### src/rtl/detect_lane_scheduler.sv
// Serialises the matching lanes of a packed 4-lane detect vector onto one output stream, lowest lane first.
// Latency: word accepted at edge T gives its first result in cycle T+1, then one result per cycle while out_ready is high.
// Backpressure: out_ready low holds the current result stable. det_ready is high in IDLE, or in the cycle the last result transfers.
//
// Ports:
//   clk, rst              - clock and synchronous active-high reset
//   det_valid/ready/data  - detect vector input; each lane is {index, match} with match at the lane LSB
//   out_valid/ready       - result handshake toward the single-lane consumer
//   out_lane/index/last   - lane number, its latched index, and a final-match-of-word flag
//   busy                  - high while results of a word are being drained
//   clear_count           - clears match_count; takes priority over a simultaneous increment
//   match_count           - saturating count of completed output transfers
module detect_lane_scheduler #(
  parameter int NUM_LANES = 4,
  parameter int INDEX_W   = 4,
  localparam int LANE_W   = $clog2(NUM_LANES)
) (
  input  logic                               clk,
  input  logic                               rst,
  input  logic                               det_valid,
  output logic                               det_ready,
  input  logic [NUM_LANES*(INDEX_W+1)-1:0]   det_data,
  output logic                               out_valid,
  input  logic                               out_ready,
  output logic [LANE_W-1:0]                  out_lane,
  output logic [INDEX_W-1:0]                 out_index,
  output logic                               out_last,
  output logic                               busy,
  input  logic                               clear_count,
  output logic [15:0]                        match_count
);

  localparam int SLOT_W = INDEX_W + 1;
  localparam logic [15:0] CNT_MAX = 16'hFFFF;

  typedef enum logic [0:0] {
    IDLE  = 1'b0,
    DRAIN = 1'b1
  } state_t;

  state_t                 state_q, state_d;
  logic [NUM_LANES-1:0]   pend_q, pend_d;
  logic [INDEX_W-1:0]     idx_q [NUM_LANES];
  logic [15:0]            cnt_q, cnt_d;

  // Unpacked view of the incoming word.
  logic [NUM_LANES-1:0]   in_match;
  logic [INDEX_W-1:0]     in_idx [NUM_LANES];

  logic [LANE_W-1:0]      lane_sel;
  logic [NUM_LANES-1:0]   lane_onehot;
  logic                   one_left;
  logic                   accept;
  logic                   xfer;

  always_comb begin
    for (int g = 0; g < NUM_LANES; g++) begin
      in_match[g] = det_data[g*SLOT_W];
      in_idx[g]   = det_data[g*SLOT_W+1 +: INDEX_W];
    end
  end

  // Lowest set pending bit; scanning downward lets the lowest index win.
  always_comb begin
    lane_sel    = '0;
    lane_onehot = '0;
    for (int g = NUM_LANES - 1; g >= 0; g--) begin
      if (pend_q[g]) begin
        lane_sel    = LANE_W'(g);
        lane_onehot = NUM_LANES'(1) << g;
      end
    end
  end

  // Exactly one pending bit: non-zero and clearing the lowest bit leaves nothing.
  assign one_left = (pend_q != '0) && ((pend_q & (pend_q - NUM_LANES'(1))) == '0);

  always_comb begin
    state_d   = state_q;
    pend_d    = pend_q;
    cnt_d     = cnt_q;
    out_valid = 1'b0;
    busy      = 1'b0;
    out_lane  = '0;
    out_index = '0;
    out_last  = 1'b0;
    det_ready = 1'b0;

    unique case (state_q)
      IDLE: begin
        det_ready = 1'b1;
      end
      DRAIN: begin
        out_valid = 1'b1;
        busy      = 1'b1;
        out_lane  = lane_sel;
        out_index = idx_q[lane_sel];
        out_last  = one_left;
        // A new word may be taken only as the current word's last result leaves.
        det_ready = out_ready && one_left;
      end
      default: ;
    endcase

    accept = det_valid && det_ready;
    xfer   = out_valid && out_ready;

    if (xfer) begin
      pend_d = pend_q & ~lane_onehot;
      if (one_left) state_d = IDLE;
    end

    // Acceptance in DRAIN only happens on the final transfer, so the reload
    // never loses a pending lane.
    if (accept) begin
      pend_d  = in_match;
      state_d = (in_match != '0) ? DRAIN : IDLE;
    end

    if (clear_count)                    cnt_d = '0;
    else if (xfer && cnt_q != CNT_MAX)  cnt_d = cnt_q + 16'd1;
  end

  always_ff @(posedge clk) begin
    if (rst) begin
      state_q <= IDLE;
      pend_q  <= '0;
      cnt_q   <= '0;
      for (int g = 0; g < NUM_LANES; g++) idx_q[g] <= '0;
    end else begin
      state_q <= state_d;
      pend_q  <= pend_d;
      cnt_q   <= cnt_d;
      if (accept) begin
        for (int g = 0; g < NUM_LANES; g++) idx_q[g] <= in_idx[g];
      end
    end
  end

  assign match_count = cnt_q;

endmodule

### config.mk
export PLATFORM = sky130hd
export DESIGN_NAME = detect_lane_scheduler
export DESIGN_NICKNAME = d
export VERILOG_FILES = /design/src/rtl/detect_lane_scheduler.sv
export SDC_FILE = /design/constraint.sdc
export NUM_CORES = 1
export LEC_CHECK = 0
export CAP_MARGIN = 5
export CORE_MARGIN = 2
export CORE_UTILIZATION = 52
export CTS_CLUSTER_DIAMETER = 100
export DETAILED_ROUTE_END_ITERATION = 7
export PLACE_DENSITY_LB_ADDON = 0.3
export SYNTH_ARGS = -nofsm -noshare
export SYNTH_HDL_FRONTEND = slang
export SYNTH_SLANG_ARGS = --single-unit
### constraint.sdc
create_clock -name clk -period 4.1 [get_ports clk]
set_clock_uncertainty 0.15 [all_clocks]
set_input_delay 0.82 -clock clk [delete_from_list [all_inputs] [get_ports clk]]
set_output_delay 0.82 -clock clk [all_outputs]
set_load 0.01 [all_outputs]
After elaboration in Yosys (flattened, before gate mapping). Memories as Yosys holds them, arrays and structs flattened. Index checks and enable logic that the tools add are counted.

Memories: 1. Bits of input ports: 25. Logic and storage cells: 55. Register bits: 21. Bits in writable memories: 16.

Memory list: idx_q (words 4, width 4, read ports 1, clocked after Yosys merged registers in 0, wr ports 4, line 43) `logic [INDEX_W-1:0] idx_q [NUM_LANES];`.

Equal/unequal tests: 1. Mux-type cells: 28. Add/subtract/negate cells: 2. Bitwise operators: 8. Reduce and logical (&&, ||, !) cells: 12.

Operator list (number): $mux 4 (11); $add 16x1->16 const B (1); $ne 16x16->1 const B (1); $mux 1 (11); $mux 2 (5); $and 4x4->4 (2); $reduce_bool 4->1 (2); $logic_and 1x1->1 (5); $logic_not 4->1 (1); $not 4->4 (1); $or 1x1->1 (4); $reduce_bool 2->1 (2); $sub 4x1->4 const B (1); $pmux 1 s2 (1); $reduce_and 2->1 (1); $reduce_or 2->1 (1); $not 1->1 (1).

Longest topological paths before layout. Gate-level depths: netlist of the first run.

Depth in word-level cells: 11. Mapped depth: 6. Gate-level depth less buffers: 5.

Least setup slack after synthesis of the first run. Ideal clock, no wire load.

Path kind: register to output. Start point: register pend_q[3]. End point: output out_index[0]. Stages on the path, launching flop included: 5. Arrival time: 1.603 ns. Setup slack: 1.527 ns. Path through: dfxtp_1 -> nor2b_1 -> o21ai_1 -> mux4_2 -> and2_1.

Word-level cells in the longest chain between the ends: 6.

RTL lines: start: declaration (line 42) `logic [NUM_LANES-1:0] pend_q, pend_d;`; start signal: assignment (line 132) `pend_q <= pend_d;`; $mux 2 (4 in a row) (line 68) `if (pend_q[g]) begin`; $mem_v2 4x4; $mux 4 (line 89) `unique case (state_q)`; end: declaration (line 26) `output logic [INDEX_W-1:0] out_index,`.

No other way between the ends.

Final worst setup path of the first run.
Start point: register pend_q[2]. End point: output out_index[1].

Word-level cells in the longest chain between the ends: 5.

RTL lines (line): $mux 2 (3 in a row) (68); $mem_v2 4x4; $mux 4 (89).

No other way between the ends.

==> flow_metrics.tcl, run 1 <==
set metrics [dict create \
    outcome "completed" \
    ctsLongestPathBuffers 2 \
    synth_seq_cells 37 \
    cp.arrival_ns 2.54 \
    grt_pass1_wl_mm 6.72 \
    maxCapViolCount 0 \
    synth_cell_type_count 42 \
    crit_path_end_kind "output pin" \
    yosys_most_used_dff "dfxtp_1" \
    die_width_um 65.1 \
    yosysSeqAreaShare_pct 46.4 \
    synth_compound_area_share_pct 17.1 \
    synth_warnings 0 \
    max_freq_mhz 285 \
    routabilityCongestion 0.816 \
    clock_sinks 37 \
    postCtsSetupBuffers 0 \
    wirelength_mm 4.04 \
    finalNetCount 263 \
    muxShareOfSynthArea_pct 7.73 \
    diodes 0 \
    rsz0062_at_grt "false" \
    syn2layout_area_growth_pct 30.9 \
    start_util_pct 53.5 \
    synth-adder-area-share_pct 0.644 \
    netSwitchingFraction_pct 24.2 \
    cts-resized-gates 0 \
    globalRouteOverflowTotal 0 \
    synth_area_leaders "edfxtp_1 25%, dfxtp_1 22%, and2_2 5.0%, mux4_2 4.6%, nand2_1 3.3%" \
    grt_max_degree 17 \
    cts_buffers 5 \
    design_area_um2 2540 \
    clk_latency_ns 0.29 \
    p_switching_uw 188 \
    placedCellCount 278 \
    synth-async-reset-ratio_pct 0 \
    final_layout_size_suffix_gt1_share_pct 13.0 \
    dp_hpwl_mm 3.05 \
    hp-class "register to register" \
    comb_power_share_pct 14.9 \
    slew_headroom_pct 46.6 \
    drcViolationCount 0 \
    rows 22 \
    htree_levels 2 \
    synth-edff-count 16 \
    yosys.area_share.simple_pct 24.1 \
    holdBufCountCts 0 \
    core_um2 3630 \
    grt_pass1_vias 1554 \
    finalSetupViolCount 0 \
    cts_tree "yes" \
    stdcell_count 286 \
    clkPwrFrac_pct 31.7 \
    vias 1635 \
    setup_tns_ns 0 \
    powerDensity_nw_per_um2 305 \
    dr.pass1.iters 4 \
    critical_path.max_fanout 7 \
    synth_top_area_share_pct 24.7 \
    synthXorXnorAreaFrac_pct 0.451 \
    internal_power_uw 588 \
    netlist_top_cells_count "21 x dfxtp_1, 17 x nand2_1, 16 x edfxtp_1" \
    worstSetupPathType "register to output pin" \
    cp-start-kind "register" \
    io_buffers 50 \
    slew_violations 0 \
    p_seq_share_pct 53.4 \
    antenna_found_initial 0 \
    die_h_um 65.1 \
    synth_most_common_cell "dfxtp_1" \
    leakage_nw 0.898 \
    synth_top_family_by_area "simple AND/OR/NAND/NOR gates" \
    ioPinCount 51 \
    die_area_um2 4240 \
    grtUsageTotal_pct 20.9 \
    syn_avg_cell_area_um2 10.3 \
    crit_required_ns 3.13 \
    synth_area_um2 1940 \
    synth_top_area_cell "edfxtp_1" \
    ant_nets 0 \
    min_period_ns 3.51 \
    syn_inst 188 \
    viasPerCell 5.72 \
    finalHoldViolations 0 \
    syn_nets 214 \
    worst_slew_pin_slew_ns 0.798 \
    drt_iter0_markers 147 \
    placed_cell_area_um2 2460 \
    vdd_ir_drop_max_mv 0.217 \
    clkSlewWorstSetupHoldPaths_ns 0.07 \
    cts-root-buf "clkbuf_8" \
    drt-wirelength-per-cell_um 14.1 \
    fin_crit_sh_pct 85.6 \
]
## flip-flops by register name, summed over array words and instances (netlist names)
name and flops:
match_count 16, pend_q 4, state_q 1, idx_q 16
## cells in the final DEF, fill, tap and decap left out, types with 2 or more instances in the layout
cell type and n:
edfxtp_1 16, or3_1 7, and4_1 3, nand2_1 17, clkbuf_8 5, nand3_1 6, o311ai_0 6, nand4_1 6
nor3_1 5, and2_2 13, a31oi_1 2, o211ai_1 4, and3_1 4, a2111o_1 2, mux2i_1 6, clkdlybuf4s50_1 50
dfxtp_1 21, o41ai_1 6, inv_1 7, or2_2 3, o21ai_0 7, nor2_1 5, and2_1 9, clkinv_2 2
a21oi_1 7, mux4_2 4
## metrics by stage
stage,setup WS (ns),hold WS (ns),power (mW),util (%)
detailed placement,0.814,0.362,0.540,67.7
global route,0.440,0.424,0.811,70.0
floorplan,1.53,0.326,0.488,-
global placement,0.851,0.357,0.536,67.7
finish,0.591,0.385,0.777,70.0
CTS,0.550,0.379,0.783,70.0
## worst max-delay path, stage by stage, from the launching register on
cell             delay, ns
dfxtp_1               0.45
nor2b_1               0.07
o21ai_1               0.51
mux4_2                0.57
and2_1                0.18
clkdlybuf4s50_1       0.48
## final timing paths
| check | from | to | slack (ns) | depth (start not counted) |
|---|---|---|---|---|
| setup / recovery | pend_q[2]$_SDFFE_PP0P_ | out_index[1] | 0.59 | 5 |
| hold reg to reg | match_count[3]$_SDFFE_PP0P_ | match_count[3]$_SDFFE_PP0P_ | 0.39 | 2 |
| setup reg to reg | pend_q[1]$_SDFFE_PP0P_ | idx_q[1][1]$_SDFFCE_PN0P_ | 1.68 | 4 |
| hold / removal | match_count[3]$_SDFFE_PP0P_ | match_count[3]$_SDFFE_PP0P_ | 0.39 | 2 |
## cell families after synthesis
kind of cell | count (synthesis)
xor gates and xnor gates | 1
and+or+nand+nor | 81
adders and majority gates | 1
buffers and inverters | 15
muxes | 10
AOI/OAI and AO/OA | 43
DFF | 37
## cell type report
type,count,area [um^2]
Clock inverter,2,10.0
Fill cell,282,1090
Sequential cell,37,901
Timing Repair Buffer,50,500
Clock buffer,6,72.6
Inverter,7,26.3
Multi-Input combinational cell,136,973
Tap cell,48,60.1
## power by group through the flow
stage	Combinational [mW]	Clock (mW)	Sequential, mW
after floorplan	0.0696	0	0.419
after global placement	0.115	0	0.422
after detailed placement	0.117	0	0.423
after CTS	0.117	0.251	0.415
after global routing	0.126	0.267	0.417
final	0.116	0.246	0.415
## per-layer routing
layer	GRT usage [%]	up-vias	share of wire, %
met1	23.9	762	42
met5	0	-	0
met3	4.11	5	4.2
met2	36.7	51	52
li1	-	817	-
met4	11.2	0	1.7
No activity file was read; power rests on OpenSTA's default activity.
==> run 2: changes to the inputs <==
--- a/config.mk
+++ b/config.mk
@@ -5,9 +5,10 @@
 export SDC_FILE = /design/constraint.sdc
 export NUM_CORES = 1
 export LEC_CHECK = 0
+export ABC_AREA = 1
 export CAP_MARGIN = 5
 export CORE_MARGIN = 2
-export CORE_UTILIZATION = 52
+export CORE_UTILIZATION = 53
 export CTS_CLUSTER_DIAMETER = 100
 export DETAILED_ROUTE_END_ITERATION = 7
 export PLACE_DENSITY_LB_ADDON = 0.3
==> run 2 against run 1 <==
Count of clock-buffer cells in the layout decreased by 1; final cell count increased by 35%; synthesized cell count increased by 52%; final area increased by 6.8%; area after synthesis increased by 7.5%; critical path type is now input pin to output pin; critical endpoint is now det_ready.
==> flow_metrics.tcl, run 2 <==
set metrics [dict create \
    hp-start "match_count[15]$_SDFFE_PP0P_" \
    slew_headroom_pct 57.6 \
    clkSlewWorstSetupHoldPaths_ns 0.07 \
    synth-adder-area-share_pct 0.599 \
    synth_area_leaders "edfxtp_1 23%, dfxtp_1 20%, nand2_1 12%, nor2_1 8.6%, inv_1 7.5%" \
    finalNetCount 362 \
    die_h_um 66.8 \
    yosys_most_used_dff "dfxtp_1" \
    fin_total_pwr_uw 845 \
    layout_commonest_cell "nand2_1" \
    cp-start-kind "input pin" \
    start_util_pct 56.2 \
    die_area_um2 4460 \
    finalHoldViolations 0 \
    finalSetupViolCount 0 \
    cts_buffers 5 \
    netlist_top_cells_count "67 x nand2_1, 48 x nor2_1, 42 x inv_1" \
    synth_warnings 0 \
    crit_required_ns 3.13 \
    ant_nets 0 \
    die_width_um 66.8 \
    rows 22 \
    crit_start "out_ready" \
    slew_violations 0 \
    critical_path.max_fanout 8 \
    maxCapViolCount 0 \
    r2r-start "pend_q[0]$_SDFFE_PP0P_" \
    postCtsSetupBuffers 0 \
    grt_max_degree 17 \
    cts-root-buf "clkbuf_8" \
    placed_cell_area_um2 2610 \
    synthXorXnorAreaFrac_pct 2.93 \
    cts_tree "yes" \
    syn2layout_area_growth_pct 30.1 \
    syn_avg_cell_area_um2 7.33 \
    setup_tns_ns 0 \
    viasPerCell 4.93 \
    crit_path_end_kind "output pin" \
    leakage_nw 1.09 \
    powerDensity_nw_per_um2 311 \
    grt_pass1_vias 1612 \
    muxShareOfSynthArea_pct 0 \
    synth_top_family_by_area "simple AND/OR/NAND/NOR gates" \
    drt_iter0_markers 129 \
    holdBufCountCts 0 \
    vdd_ir_drop_max_mv 0.217 \
    yosys.area_share.simple_pct 30.7 \
    cts-resized-gates 0 \
    placedCellCount 377 \
    synth-async-reset-ratio_pct 0 \
    hp-class "register to register" \
    clock_sinks 37 \
    grt_pass1_wl_mm 7.31 \
    place_ws_ns 1.02 \
    final_layout_size_suffix_gt1_share_pct 8.31 \
    min_period_ns 3.08 \
    htree_levels 2 \
    synth_area_um2 2090 \
    synth_top_area_cell "edfxtp_1" \
    ctsLongestPathBuffers 2 \
    dr.pass1.iters 4 \
    core_um2 3720 \
    outcome "completed" \
    syn_nets 311 \
    cp.arrival_ns 2.11 \
    globalRouteOverflowTotal 0 \
    stdcell_count 385 \
    drt-wirelength-per-cell_um 11.6 \
    dp_hpwl_mm 3.26 \
    drcViolationCount 0 \
    wirelength_mm 4.47 \
    antenna_found_initial 0 \
    synth_most_common_cell "nand2_1" \
    rsz0062_at_grt "false" \
    synth_seq_cells 37 \
    diodes 0 \
    syn_inst 285 \
    grtUsageTotal_pct 21.4 \
    worst_slack_ns 1.02 \
    vias 1898 \
    synth-edff-count 16 \
    io_buffers 50 \
    worstSetupPathType "input pin to output pin" \
    max_freq_mhz 325 \
    ioPinCount 51 \
    yosysSeqAreaShare_pct 43.1 \
    synth_cell_type_count 28 \
    design_area_um2 2720 \
    clk_latency_ns 0.29 \
    synth_compound_area_share_pct 12.9 \
    fin_crit_sh_pct 75.0 \
    layout_common_cells "67 x nand2_1, 50 x clkdlybuf4s50_1, 48 x nor2_1" \
    synth_top_area_share_pct 23.0 \
    routabilityCongestion 0.914 \
    worst_slew_pin_slew_ns 0.634 \
]
[run 2: report_power, final]
group | internal (mW) | leakage (nW) | total, mW | switching [mW]
Clock | 0.179 | 0.0518 | 0.310 | 0.131
Combinational | 0.0562 | 0.691 | 0.124 | 0.0676
Sequential | 0.404 | 0.344 | 0.412 | 0.00773
[run 2: layer usage]
metal	GRT usage, %	share of wire, %	vias to the layer above
li1	-	-	1011
met1	26.6	44	844
met2	37.6	51	39
met3	4.90	4.8	4
met4	4.59	0.69	0
met5	0	0	-
[run 2: cells by family (layout without fill, tap and decap cells)]
kind of cell | Yosys count | count (layout)
simple gates | 148 | 148
buf+inv | 49 | 101
xor+xnor | 7 | 7
fa+ha+maj | 1 | 1
compound gates | 43 | 43
flops | 37 | 37
[run 2: final timing paths]
| path | to | slack [ns] | cells after the start |
|---|---|---|---|
| max | det_ready | 1.02 | 4 |
| min | match_count[15]$_SDFFE_PP0P_ | 0.37 | 2 |
| max reg2reg | idx_q[2][0]$_SDFFCE_PN0P_ | 1.91 | 7 |
| min reg2reg | match_count[15]$_SDFFE_PP0P_ | 0.37 | 2 |
[run 2: cell type report]
cell class                 count  area (um^2)
clock buffer                   5         68.8
multi-input combinational    199          985
sequential                    37          901
inverter                      43          161
clock inverter                 3         41.3
fill                         289          998
tap                           48         60.1
timing repair buffer          50          500
[run 2: critical path, stage by stage]
cell and delay [ns]:
clkdlybuf4s50_1 0.47, nand3_1 0.09, nand2_2 0.16, clkdlybuf4s50_1 0.56
[run 2: metrics by stage]
stage	hold WS, ns	util (%)
floorplan	0.382	-
global placement	0.364	70.2
detailed placement	0.358	70.2
CTS	0.376	73.1
global route	0.413	73.1
finish	0.374	73.1
